## src/rtl/fd_n_counter.sv

```systemverilog
// Programmable modulus counter for the FMDLL feedback N-divider. A new modulus takes effect only
// at a period boundary. Optional modulus dither: define FD_N_FRAC_DITHER_EN.
module fd_n_counter #(
  parameter int unsigned N_MIN = 2,
  parameter int unsigned N_RST = 2
) (
  input  logic       clk_out,
  input  logic       rst_n,
  input  logic       en,
  input  logic       load,
  input  logic [3:0] N_req,
  input  logic [3:0] N_frac,
  output logic [3:0] N,
  output logic [3:0] N_counter,
  output logic       wrap,
  output logic       upd_done
);

  localparam logic [3:0] NMin = 4'(N_MIN);
  localparam logic [3:0] NRst = 4'(N_RST);

  logic [3:0] cnt_q, cnt_d;
  logic [3:0] n_q, n_d;
  logic [3:0] nint_q, nint_d;
  logic [3:0] pend_val_q, pend_val_d;
  logic       pend_q, pend_d;
  logic       wrap_q, wrap_d;
  logic       upd_q, upd_d;

  logic       terminal;
  logic       apply;
  logic [3:0] base;
  logic [3:0] req_clamped;
  logic [3:0] dith_n;

  assign req_clamped = (N_req < NMin) ? NMin : N_req;
  assign terminal    = (cnt_q == n_q);
  // With the counter stopped no period is in progress, so a pending value applies immediately.
  assign apply       = en ? terminal : pend_q;
  assign base        = pend_q ? pend_val_q : nint_q;

`ifdef FD_N_FRAC_DITHER_EN
  logic [3:0] acc_q, acc_d;
  logic [3:0] frac_q, frac_d;
  logic [3:0] pend_frac_q, pend_frac_d;
  logic [3:0] frac_use;
  logic [4:0] acc_sum;

  assign frac_use = pend_q ? pend_frac_q : frac_q;
  assign acc_sum  = {1'b0, acc_q} + {1'b0, frac_use};

  always_comb begin
    acc_d       = acc_q;
    frac_d      = frac_q;
    pend_frac_d = load ? N_frac : pend_frac_q;
    dith_n      = base;
    if (en && terminal) begin
      acc_d  = acc_sum[3:0];
      frac_d = frac_use;
      // Carry at the top modulus is dropped; the accumulator still advances.
      if (acc_sum[4] && (base != 4'hF)) begin
        dith_n = base + 4'd1;
      end
    end else if (!en && pend_q) begin
      frac_d = pend_frac_q;
    end
  end

  always_ff @(posedge clk_out or negedge rst_n) begin
    if (!rst_n) begin
      acc_q       <= 4'd0;
      frac_q      <= 4'd0;
      pend_frac_q <= 4'd0;
    end else begin
      acc_q       <= acc_d;
      frac_q      <= frac_d;
      pend_frac_q <= pend_frac_d;
    end
  end
`else
  logic unused_frac;
  assign unused_frac = ^N_frac;
  assign dith_n      = base;
`endif

  always_comb begin
    cnt_d      = 4'd0;
    wrap_d     = 1'b0;
    upd_d      = apply & pend_q;
    nint_d     = apply ? base : nint_q;
    n_d        = apply ? dith_n : n_q;
    pend_d     = pend_q & ~apply;
    pend_val_d = pend_val_q;
    if (en) begin
      cnt_d  = terminal ? 4'd0 : cnt_q + 4'd1;
      wrap_d = terminal;
    end
    // A load coinciding with an update is kept pending for the next boundary.
    if (load) begin
      pend_d     = 1'b1;
      pend_val_d = req_clamped;
    end
  end

  always_ff @(posedge clk_out or negedge rst_n) begin
    if (!rst_n) begin
      cnt_q      <= 4'd0;
      n_q        <= NRst;
      nint_q     <= NRst;
      pend_q     <= 1'b0;
      pend_val_q <= NRst;
      wrap_q     <= 1'b0;
      upd_q      <= 1'b0;
    end else begin
      cnt_q      <= cnt_d;
      n_q        <= n_d;
      nint_q     <= nint_d;
      pend_q     <= pend_d;
      pend_val_q <= pend_val_d;
      wrap_q     <= wrap_d;
      upd_q      <= upd_d;
    end
  end

  assign N         = n_q;
  assign N_counter = cnt_q;
  assign wrap      = wrap_q;
  assign upd_done  = upd_q;

endmodule
```

## config.mk

```make
export PLATFORM = sky130hd
export DESIGN_NAME = fd_n_counter
export DESIGN_NICKNAME = d
export VERILOG_FILES = /design/src/rtl/fd_n_counter.sv
export SDC_FILE = /design/constraint.sdc
export NUM_CORES = 1
export LEC_CHECK = 0
export BUFFER_PORTS_ARGS = -buffer_cell sky130_fd_sc_hd__buf_2
export CORE_MARGIN = 3
export CORE_UTILIZATION = 35
export DETAILED_ROUTE_END_ITERATION = 10
export SYNTH_ARGS = -nofsm -noshare
export SYNTH_HDL_FRONTEND = slang
export SYNTH_SLANG_ARGS = --single-unit
```

## constraint.sdc

```tcl
create_clock -name clk_out -period 2 [get_ports clk_out]
set_input_delay 0.6 -clock clk_out [delete_from_list [all_inputs] [get_ports clk_out]]
set_output_delay 0.6 -clock clk_out [all_outputs]
set_load 0.05 [all_outputs]
```

==> Word-level counts from Yosys, hierarchy flattened <==
Index checks and enable logic that the tools add are counted.
{ "word_totals": {"elab_cells": 19, "reg_bits": 15, "in_bits": 12} }
{ "op_classes": {"n_lt_le_gt_ge": 1, "eq_ne": 1, "addsub": 1, "reduce_logical": 1, "n_bitwise": 3, "n_mux": 6} }
{ "ops": {"columns": ["cell", "count"], "rows": [
  ["two-way mux 4 bit", 3],
  ["adder 4 x 1 -> 4 bit, second input constant", 1],
  ["equality test 4 bit", 1],
  ["< comparator 4 x 2 -> 1 bit, second input constant", 1],
  ["two-way mux 1 bit", 3],
  ["AND 1 bit", 2],
  ["AND reduction 2 bit", 1],
  ["NOT 1 bit", 1]
]} }

==> Longest topological paths before layout <==
Gate-level depths: netlist of run 1.
{ "depth": {"ltp_word": 5, "depth_mapped": 3, "mapped_depth_nobuf": 3} }

==> Least setup slack after synthesis of run 1 <==
No wires, ideal clock.
{ "synth_timing": {"kind": "register to register", "from": "register cnt_q[0] (netlist: N_counter[0])", "to": "register pend_q", "stages_incl_launch_ff": 4, "setup_time_ns": 0.118, "slack_ns": 0.255, "t_arrival_ns": 1.627, "synth_period_minus_slack_ns": 1.745, "t_required_ns": 1.882, "cell_sequence": "dfrtp_1 xor2_1 o41a_1 a21o_1"} }
{ "synth_between": {"elab_chain_cells": 5} }
{ "synth_lines": {"columns": ["item", "line_no", "text"], "rows": [
  ["from (decl)", "22", "logic [3:0] cnt_q, cnt_d;"],
  ["from (signal assigned)", "115", "cnt_q <= cnt_d;"],
  ["equality test 4 bit", "37", "assign terminal = (cnt_q == n_q);"],
  ["two-way mux 1 bit", "39", "assign apply = en ? terminal : pend_q;"],
  ["NOT 1 bit", "92", "pend_d = pend_q & ~apply;"],
  ["AND 1 bit", "92", null],
  ["two-way mux 1 bit", "99", "if (load) begin"],
  ["via pend_d", "26", "logic pend_q, pend_d;"],
  ["to (signal assigned)", "118", "pend_q <= pend_d;"],
  ["to (decl)", "26", null]
]} }
The timed path passes the listed nets, and every way through them passes these cells.
A chain may end at the register's enable or synchronous reset.

==> results of run 1 <==
==> cells in the mapped netlist <==
master	instances
and2_1	7
o41ai_2	1
nand2_1	4
inv_1	1
nand2b_1	4
ha_1	1
o311ai_0	1
buf_1	1
nor4_1	1
xor2_1	5
a21o_1	1
a21oi_1	1
o211ai_1	4
dfrtp_1	13
o41a_1	1
dfstp_2	2
nor2_1	6
o41ai_1	4
o21ai_0	1
nand3_1	1
mux2_2	2
xnor2_1	1
==> layout make-up <==
| cell class | count | area [um^2] | share of cell area [%] |
|---|---|---|---|
| multi-input combinational | 46 | 324 | 38.1 |
| timing repair buffer | 17 | 85.1 | 10.0 |
| clock buffer | 3 | 22.5 | 2.65 |
| clock inverter | 1 | 5.00 | 0.589 |
| inverter | 1 | 3.75 | 0.442 |
| tap | 25 | 31.3 | 3.68 |
| sequential | 15 | 378 | 44.5 |
==> layer usage <==
| layer | up-vias | global-route usage [%] |
|---|---|---|
| li1 | 269 | - |
| met1 | 249 | 15.5 |
| met2 | 17 | 17.0 |
| met3 | 4 | 3.21 |
| met4 | 0 | 8.07 |
| met5 | - | 0 |
==> logic make-up (layout without fill, tap and decap cells) <==
family	after synthesis	in the layout	synth area share [%]
mux	2	2	3.17
xor+xnor	6	6	7.41
buf+inv	2	22	1.06
compound gates	14	14	16.8
simple gates	23	23	16.6
fa+ha+maj	1	1	1.76
flops	15	15	53.3
==> state kept, by name (all words and copies together), names as in the netlist <==
signal	cells
N_counter	4
nint_q	4
pend_q	1
pend_val_q	4
upd_done	1
wrap	1
==> stage by stage <==
stage	power, mW	std cells
final	1.32	108
after global routing	1.42	108
after CTS	1.34	108
after detailed placement	1.17	104
after global placement	1.16	104
after floorplan	1.00	63
==> power groups by stage <==
stage          Clock [mW]  Sequential (mW)  Combinational, mW
2_1_floorplan           0            0.735              0.270
3_3_place_gp            0            0.497              0.665
3_5_place_dp            0            0.497              0.670
4_1_cts             0.177            0.491              0.671
5_1_grt             0.193            0.501              0.725
6_report            0.170            0.484              0.666
==> path summary, 6_finish.rpt <==
kind	start	endpoint	slack (ns)	depth (start not counted)
max	nint_q[1]$_DFFE_PN1P_	N[1]	0.28	1
min	rst_n	N_counter[2]$_DFF_PN0_	0.20	1
max reg2reg	nint_q[1]$_DFFE_PN1P_	nint_q[2]$_DFFE_PN0P_	0.36	3
min reg2reg	pend_val_q[1]$_DFFE_PN1P_	pend_val_q[1]$_DFFE_PN1P_	0.50	2
max in group asynchronous	rst_n	pend_val_q[1]$_DFFE_PN1P_	1.50	1
min in group clk_out	pend_val_q[1]$_DFFE_PN1P_	pend_val_q[1]$_DFFE_PN1P_	0.50	2
==> impl_results.md, run 1 <==
- #FFs+latches synth: 15
- Kind of critical path: reg -> out
- Synth unique cells: 22
- Clock Skew: about 0.0031 ns
- PortBufs: 17
- Root buffer cell: clkbuf_4
- CP Max Fanout: 4
- Worst Max-Slew Pin Slew: 0.536 ns
- Post-Route WL: 1290 um
- Period utilization: between 80% and 90%
- RSZ-0062 raised after global routing: no
- Post-cts resize count: 0
- Critical Path Sink Type: primary output
- Pwr dens: around 1600 nW/um^2
- DP Area: 822 um^2
- Max_slew headroom: ~64%
- Reg clk slew, reported paths: approximately 0.09 ns
- Commonest cells after routing, fill and taps aside: buf_2, dfrtp_1, and2_1
- Status: complete, no violations
- Seq pwr share: 36.7%
- Data arrival, critical path: roughly 1.1 ns
- CTS tree: built
- Row Count: 15
- Share of cells above drive strength 1: 31.3%
- Cell family with most CP delay: flip-flops
- Remaining global-route overflow: 0
- Largest net degree at the start of global routing: 16
- Final hold vios: 0
- Post-synthesis net count: 76
- Die footprint: between 2000 and 3000 um^2
- Nets: slightly below 100
- Starting density of the core: 39.0%
- Clk_lat worst skew: 0.28 ns
- Combinational share of power: around half
- Layout overhead on the synthesized area: 19.8%
- Worst Hold Class: in -> async
- Pre-CTS WS: roughly 0.36 ns
- Vias: 539
- Chip width: between 50 and 60 um
- Clock sink count: 15
- Net Sw Frac: 51.1%
- Drt pass-1 iters: 2
- Setup WS post-layout: around 0.28 ns
- Net switching power: between 0.6 and 0.7 mW
- Synth area leaders: dfrtp_1, dfstp_2, and2_1
- Power Internal: between 0.6 and 0.7 mW
- Cts hold-fix bufs: 0
- First-pass GRT wire length: about 2300 um
- Avg Inst Size Synth: roughly 11 um^2
- Mapped cell area: about 700 um^2
- Max H-tree Level: 1
- Filler cell count: roughly 190
- Critical-path top delay cell: dfstp_2
- Vias in the first global route: ~500
- Antenna-violating nets left: 0
- Post-DR vias/cell: 4.99
- Core area: around 1800 um^2
- Pins Over Slew Limit: 0
- Setup crit start kind: flop
- Max rail drop VDD: approximately 0.00063 V
- Most common cell after layout, fill and taps aside: buf_2
- IO Count: 22
- Final setup viols: 0
- Placer congestion estimate: around 0.70
- Worst hold slack: roughly 0.2 ns
- TNS Setup: 0 ns
- Detailed placement HPWL: slightly below 1000 um
- Clk network pwr share: approximately an eighth
- Routed len/inst: around 12 um
- Overall global routing resource usage: a little under an eighth
- Register area share after synthesis: between 50% and 60%
- Top cell type's share of synthesized area: about 46%
- Max cap viols: 0
- Delay of the slowest cell on the worst path: 0.57 ns
- Antenna diodes: 0
- DR iter-0 viols: 5
- Mapped Cells: between 60 and 70
- Lkg Pwr: approximately 0.4 nW
- Clock buffer depth: 2
- Setup Buffers After CTS: 0
- Met1 WL: 603 um
- CTS Buf Count: 3
- Yosys top cell by area: dfrtp_1
- Buf+Inv Stages, Crit Path: 1
- Residual DRC: 0
- DR WL met3: around 86 um
- Uppermost layer routed: met4
- Routed wl met2: ~570 um
- Synth Warn #: 0
- Post-layout util: a little under half
- Fmax: just under 0.6 GHz
- Die Y: just over 50 um
- Tmin final: 1.72 ns
- WP data required: around 1.4 ns
- Crit path cell chain: buf_2
- Final instance area: around 850 um^2
- Initial antenna violation count: 0
No activity file was read; power rests on OpenSTA's default activity.
==> inputs of run 2 (changes only) <==
- REMOVE_ABC_BUFFERS: not set -> 1
==> run 2 against run 1 <==
Effect of this change:
- die area stayed put
- fmax is 1.0% higher
- via count is 4.5% lower
- first-iteration DRC count stayed put
- highest routed layer unchanged
- total power is 0.46% higher
- critical path type unchanged
- final area is 0.15% lower
- global-route usage is 0.19 points lower
- hold slack worse by 0.0042 ns
- worst setup slack better by 0.018 ns
- clock-buffer cell count is 1 higher
- clock power hardly changed
- clock skew is 0.0035 ns higher
==> impl_results.md, run 2 (synthesis results as in run 1) <==
- Status: complete, no violations
- Net Sw Frac: ~51%
- Clock buffer depth: 2
- Max cap viols: 0
- Period utilization: about 85%
- Commonest cells after routing, fill and taps aside: buf_2, dfrtp_1, and2_1
- Row Count: 15
- Vias in the first global route: 476
- Max H-tree Level: 1
- Power Internal: between 0.6 and 0.7 mW
- Antenna diodes: 0
- Clock Skew: ~0.0067 ns
- Critical-path top delay cell: dfstp_2
- Filler cell count: 190
- Overall global routing resource usage: 11.7%
- Net switching power: 0.679 mW
- Placer congestion estimate: ~0.82
- Crit path cell chain: buf_2
- Vias: 515
- Post-cts resize count: 0
- Flop-to-flop setup slack: between 0.3 and 0.4 ns
- IO Count: 22
- Final instance area: between 800 and 900 um^2
- Detailed placement HPWL: between 900 and 1000 um
- Max_slew headroom: between 60% and 70%
- Routed len/inst: 11.7 um
- Setup crit start kind: flop
- Cell family with most CP delay: flip-flops
- RSZ-0062 raised after global routing: no
- Combinational share of power: approximately half
- Fmax: between 0.5 and 0.6 GHz
- Die footprint: around 2600 um^2
- Critical Path Sink Type: primary output
- Cts hold-fix bufs: 0
- Setup Buffers After CTS: 0
- Antenna-violating nets left: 0
- Post-DR vias/cell: 4.77
- CTS Buf Count: 3
- Post-Route WL: ~1300 um
- First-pass GRT wire length: 2270 um
- Total area of sequential cells: between 300 and 400 um^2
- Clock sink count: 15
- WP data required: 1.40 ns
- Pins Over Slew Limit: 0
- Largest net degree at the start of global routing: 16
- Pwr dens: approximately 1600 nW/um^2
- Clk network pwr share: 12.9%
- Reg-to-reg critical path startpoint: nint_q[1]$_DFFE_PN1P_
- Max rail drop VDD: slightly below 0.0006 V
- Worst Hold Class: in -> async
- Clk_lat worst skew: around 0.28 ns
- Core area: 1820 um^2
- CTS tree: built
- Delay of the slowest cell on the worst path: between 0.5 and 0.6 ns
- Seq pwr share: between 30% and 40%
- Worst Max-Slew Pin Slew: between 0.5 and 0.6 ns
- Residual DRC: 0
- Die Y: slightly above 50 um
- DP Area: slightly above 800 um^2
- Nets: between 90 and 100
- Reg clk slew, reported paths: around 0.09 ns
- Lkg Pwr: about 0.40 nW
- Data arrival, critical path: around 1.1 ns
- Chip width: a little over 50 um
- Final hold vios: 0
- CP Max Fanout: 4
- Post-Layout Cell Count: roughly 110
- Final setup viols: 0
- Remaining global-route overflow: 0
- Drt pass-1 iters: 2
- Starting density of the core: ~39%
- FF-to-FF path depth: 3
- Dpl cells: about 100
- Kind of critical path: reg -> out
- Area occupied by multi-input gates: roughly 320 um^2
- Buf+Inv Stages, Crit Path: 1
- Tmin final: around 1.7 ns
- Share of cells above drive strength 1: 30.1%
- Most common cell after layout, fill and taps aside: buf_2
- TNS Setup: 0 ns
- Root buffer cell: clkbuf_4
- PortBufs: 17
- DR iter-0 viols: 5
- Layout overhead on the synthesized area: 19.6%
- Initial antenna violation count: 0
- Critical R2R Capture: nint_q[0]$_DFFE_PN0P_
run 2: changes by cell type in the layout (fill, tap and decap cells not counted):
cell and delta:
clkbuf_1 +1, clkinv_2 -1
run 2: area by class of cell:
| type | instances | area share (%) |
|---|---|---|
| Clock buffer | 4 | 3.10 |
| Timing Repair Buffer | 17 | 10.0 |
| Sequential cell | 15 | 44.5 |
| Inverter | 1 | 0.442 |
| Tap cell | 25 | 3.69 |
| Multi-Input combinational cell | 46 | 38.2 |
run 2: through the flow:
step,hold WS (ns),util (%),total power [mW],setup slack (ns)
3_3_place_gp,0.484,45.2,1.16,0.368
5_1_grt,0.224,46.6,1.42,0.242
3_5_place_dp,0.491,45.2,1.16,0.361
6_report,0.197,46.6,1.33,0.297
4_1_cts,0.213,46.6,1.34,0.274
2_1_floorplan,0.304,-,1.00,0.255
run 2: power groups by stage:
| stage | sequential, mW | combinational (mW) | clock [mW] |
|---|---|---|---|
| 4_1_cts | 0.486 | 0.674 | 0.179 |
| 6_report | 0.483 | 0.672 | 0.171 |
| 2_1_floorplan | 0.740 | 0.263 | 0 |
| 3_3_place_gp | 0.492 | 0.671 | 0 |
| 5_1_grt | 0.498 | 0.727 | 0.191 |
| 3_5_place_dp | 0.492 | 0.671 | 0 |
run 2: metal layers:
layer | wire (um) | vias to the layer above | global-route usage [%]
met5 | 0 | - | 0
met4 | 12 | 0 | 4.04
met3 | 96 | 2 | 5.25
met2 | 540 | 16 | 15.9
met1 | 619 | 227 | 16.2
li1 | - | 270 | -
run 2: worst max path at each step:
stage                            from                     to  slack, ns  cells after the start
6_report        nint_q[1]$_DFFE_PN1P_                   N[1]       0.30                      1
3_3_place_gp    nint_q[1]$_DFFE_PN1P_  nint_q[3]$_DFFE_PN0P_       0.37                      3
5_1_grt         nint_q[1]$_DFFE_PN1P_  nint_q[3]$_DFFE_PN0P_       0.24                      3
3_5_place_dp    nint_q[1]$_DFFE_PN1P_  nint_q[3]$_DFFE_PN0P_       0.36                      3
4_1_cts         nint_q[1]$_DFFE_PN1P_                   N[1]       0.27                      1
2_1_floorplan  N_counter[0]$_DFF_PN0_       pend_q$_DFF_PN0_       0.25                      3
